File: src/rtl/jt12_sh_slot_wr.sv
// Recirculating per-slot register ring with a CPU-side write port.
// A pending write replaces the word of its target slot as that slot passes the ring input.
module jt12_sh_slot_wr #(
  parameter int   width  = 8,
  parameter int   stages = 24,
  parameter int   slotw  = 5,
  parameter logic rstval = 1'b0
) (
  input  logic             rst_n,
  input  logic             clk,
  input  logic             cen,
  input  logic             wr_req,
  input  logic [slotw-1:0] wr_slot,
  input  logic [width-1:0] wr_data,
  output logic             wr_busy,
  output logic             wr_done,
  output logic             wr_err,
  output logic [slotw-1:0] cur_slot,
  output logic [width-1:0] drop
);

  localparam logic [1:0] IDLE = 2'd0;
  localparam logic [1:0] WAIT = 2'd1;
  localparam logic [1:0] DONE = 2'd2;

  localparam logic [slotw-1:0] LAST_SLOT = slotw'(stages - 1);
  localparam logic [slotw:0]   NSTAGES   = (slotw + 1)'(stages);

  logic [width-1:0] ring [stages];
  logic [1:0]       state;
  logic [slotw-1:0] slot_q;
  logic [width-1:0] data_q;
  logic             err_q;
  logic             substitute;

  assign drop       = ring[stages-1];
  assign substitute = (state == WAIT) && cen && (cur_slot == slot_q);

  // ring[0] is the input, ring[stages-1] is the word currently at drop
  always_ff @(posedge clk or negedge rst_n) begin
    if (!rst_n) begin
      for (int i = 0; i < stages; i++) ring[i] <= {width{rstval}};
    end else if (cen) begin
      ring[0] <= substitute ? data_q : drop;
      for (int i = 1; i < stages; i++) ring[i] <= ring[i-1];
    end
  end

  always_ff @(posedge clk or negedge rst_n) begin
    if (!rst_n) begin
      cur_slot <= '0;
    end else if (cen) begin
      cur_slot <= (cur_slot == LAST_SLOT) ? '0 : cur_slot + 1'b1;
    end
  end

  // Out-of-range slots skip WAIT so the request completes without touching the ring
  always_ff @(posedge clk or negedge rst_n) begin
    if (!rst_n) begin
      state  <= IDLE;
      slot_q <= '0;
      data_q <= '0;
      err_q  <= 1'b0;
    end else begin
      case (state)
        IDLE: begin
          if (wr_req) begin
            slot_q <= wr_slot;
            data_q <= wr_data;
            if ({1'b0, wr_slot} >= NSTAGES) begin
              err_q <= 1'b1;
              state <= DONE;
            end else begin
              err_q <= 1'b0;
              state <= WAIT;
            end
          end
        end
        WAIT: begin
          if (substitute) state <= DONE;
        end
        DONE: state <= IDLE;
        default: state <= IDLE;
      endcase
    end
  end

  assign wr_busy = (state != IDLE);
  assign wr_done = (state == DONE);
  assign wr_err  = (state == DONE) && err_q;

endmodule
File: config.mk
export PLATFORM = sky130hd
export DESIGN_NAME = jt12_sh_slot_wr
export DESIGN_NICKNAME = d
export VERILOG_FILES = /design/src/rtl/jt12_sh_slot_wr.sv
export SDC_FILE = /design/constraint.sdc
export NUM_CORES = 1
export LEC_CHECK = 0
export CAP_MARGIN = 20
export CORE_ASPECT_RATIO = 0.8
export CORE_MARGIN = 3
export CORE_UTILIZATION = 60
export DETAILED_ROUTE_END_ITERATION = 7
export GPL_ROUTABILITY_DRIVEN = 0
export MAX_ROUTING_LAYER = met4
export PLACE_DENSITY_LB_ADDON = 0.12
export SLEW_MARGIN = 20
export SYNTH_ARGS = -nofsm -noshare
export SYNTH_HDL_FRONTEND = slang
export SYNTH_SLANG_ARGS = --single-unit
File: constraint.sdc
create_clock -name clk -period 1.9 [get_ports clk]
set_input_delay 0.285 -clock clk [delete_from_list [all_inputs] [get_ports clk]]
set_output_delay 0.285 -clock clk [all_outputs]
set_load 0.03 [all_outputs]
==> flow_metrics.tcl <==
set metrics [dict create \
    detailedPlacementHpwl_mm 7.52 \
    route.vias.total 3952 \
    tns_ns 0 \
    cts_tree "built" \
    clock_insertion_delay_worst_skew_ns 0.48 \
    ant_nets 0 \
    mapped_cells 496 \
    initial_core_util_pct 62.2 \
    timing.max_cap.violations 0 \
    finalInstanceArea_mm2 0.00938 \
    grt_usage_pct 17.5 \
    most-common-layout-cells "213 x dfrtp_1, 139 x mux2_1, 59 x mux2_2" \
    first_pass_grt_wire_length_mm 20.6 \
    dpl-instance-area_mm2 0.00869 \
    achievable-frequency_mhz 540 \
    hp-start "cen" \
    synthDominantCellAreaShare_pct 65.6 \
    min_period_ns 1.85 \
    clock_buffers_created_by_tritoncts 21 \
    critical_path_peak_fanout 3 \
    netlist-cell-type-count 34 \
    detailedRoute.firstPassIterationCount 6 \
    slew_headroom_pct 64.5 \
    worst_path_dominant_cell_family "buffers and inverters" \
    fin_worst_skew_ns 0.0119 \
    synth_top_area_cell "dfrtp_1" \
    cts.path.max_buffers 3 \
    drt-initial-drc-count 141 \
    crit_path_cell_trace "clkdlybuf4s50_1" \
    die_area_mm2 0.0150 \
    core.rowCount 37 \
    mostFrequentLayoutCell "dfrtp_1" \
    pin_count 33 \
    syn_nets 514 \
    unrepaired_setup_endpoints_after_global_routing "no" \
    cts_setup_buffers 0 \
    syn-mean-instance-area_um2 16.4 \
    cp_slowest_stage_delay_ns 0.70 \
    utilization_pct 71.8 \
    yosys_warnings 0 \
    detail_route.wl_per_cell_um 16.4 \
    status "complete, no violations" \
    dp.cells 685 \
    nets 552 \
    overall_power_consumption_mw 11.5 \
    floorplan.die.height_um 110 \
    clock-sinks 213 \
    drive_above_1_share_pct 20.1 \
    crit_buf_inv 1 \
    power.density_cell_area_mw_per_mm2 1220 \
    mappedNetlistArea_mm2 0.00812 \
    place.port_buffers 32 \
    n_antenna_cell 0 \
    cp-start-kind "flop" \
    vias_in_the_first_global_route 4210 \
    clk_pin_slew_ns 0.06 \
    via_per_inst 5.47 \
    vdd_ir_drop_max_mv 0.800 \
    core_area_mm2 0.0131 \
    wl_mm 11.8 \
    finalHoldViolations 0 \
    hold_path.class "in -> reg" \
    crit_required_ns 1.62 \
    maxSlewViolCount 0 \
    yosys-top-cells-area "dfrtp_1 66%, mux2_1 19%, mux2_2 8.2%" \
    critPathArrivalTime_ns 1.57 \
    crit_path_top_delay_cell "clkdlybuf4s50_1" \
    gr-total-overflow 0 \
    timing.critical_path.to_type "output pin" \
    tightestPinTransition_ns 0.532 \
    finish.cell_count_without_fillers 723 \
    clock-root-buffer "clkbuf_16" \
    critical_path.reg2reg.startpoint "cur_slot[2]" \
    die_w_um 136 \
    final.period_utilization_pct 97.5 \
    synth-seq-area-share_pct 65.6 \
    antenna_violations_before_repair 0 \
    worst-setup-path-type "reg -> out" \
    finalSetupViolCount 0 \
    cts_htree_levels 1 \
    worstSetupStartpoint "drop[4]" \
    synthesis_to_layout_area_growth_pct 15.5 \
    ff2ff_setup_slack_ns 0.15 \
    yosys_register_bits 213 \
    detail_route.drc_violations 0 \
    grt_start_max_net_pins 65 \
    total_leakage_power_nw 4.92 \
]
## path summary, 6_finish.rpt
| check | end | cells past startpoint |
|---|---|---|
| min reg2reg | ring[59] | 1 |
| max in group asynchronous | ring[118] | 3 |
| min | cur_slot[2] | 3 |
| max reg2reg | ring[190] | 4 |
| min in group asynchronous | ring[114] | 2 |
| max | drop[4] | 1 |
## state kept, by name (all words and copies together) (netlist names)
signal,flops
drop,8
state,2
data_q,8
cur_slot,5
ring,184
err_q,1
slot_q,5
## power by group
part	switching, mW	leakage (nW)	internal (mW)	total (mW)
Combinational	0.741	1.67	0.831	1.57
Sequential	0.507	2.93	5.38	5.89
Clock	1.62	0.331	2.37	3.99
## metal layers
metal / track usage, % / vias to the layer above / share of wire, % / wire (um)
li1: - / 1823 / - / -
met1: 24.3 / 2047 / 48 / 5660
met2: 27.4 / 61 / 47 / 5560
met3: 3.31 / 21 / 3.6 / 430
met4: 3.96 / 0 / 1.6 / 193
met5: - / - / 0 / 0
## metrics by stage
| stage | hold slack, ns | worst slack (ns) |
|---|---|---|
| floorplan | -0.0106 | 0.234 |
| global placement | 0.310 | 0.254 |
| detailed placement | 0.313 | 0.180 |
| CTS | 0.274 | 0.00238 |
| global route | 0.301 | 0.0106 |
| finish | 0.267 | 0.0472 |
## repair_timing
action / CTS / global route
gates resized for setup: 10 / 4
hold endpoints to repair: 58 / 0
setup endpoints to repair: 10 / 4
hold buffers: 1 / 0
## cell type report
| cell class | count | area (um2) |
|---|---|---|
| fill | 834 | 3680 |
| tap | 175 | 219 |
| clock buffer | 31 | 613 |
| clock inverter | 6 | 61.3 |
| multi-input combinational | 248 | 2590 |
| timing repair buffer | 47 | 549 |
| inverter | 3 | 11.3 |
| sequential | 213 | 5330 |
## kinds of logic after synthesis
kind of cell               Yosys count  share of synthesized area (%)
AOI/OAI and AO/OA                   16                           1.63
and+or+nand+nor                     27                           2.02
DFF                                213                           65.6
adders and majority gates            1                          0.154
muxes                              198                           27.5
xor gates and xnor gates             6                          0.647
buffers and inverters               35                           2.43
## synthesized netlist by cell type
master	number
o21ai_1	2
nor4_2	1
xnor2_1	1
nand4_1	1
buf_2	20
or2_1	1
a21boi_2	1
nor2b_1	9
mux2_1	139
and3_1	1
a21oi_1	1
xor2_1	5
nor2_2	1
ha_1	1
dfrtp_1	213
nand4b_1	1
nand3_1	3
a21o_1	1
a31oi_1	1
buf_6	1
nand2_1	3
clkbuf_1	2
or2b_1	1
buf_4	9
inv_1	2
mux2_2	59
a221o_1	8
nor2_1	1
and2_1	1
nor3_1	2
nor3b_1	1
o21ai_0	1
clkinv_1	1
a211oi_1	1
No activity file was read; power rests on OpenSTA's default activity.
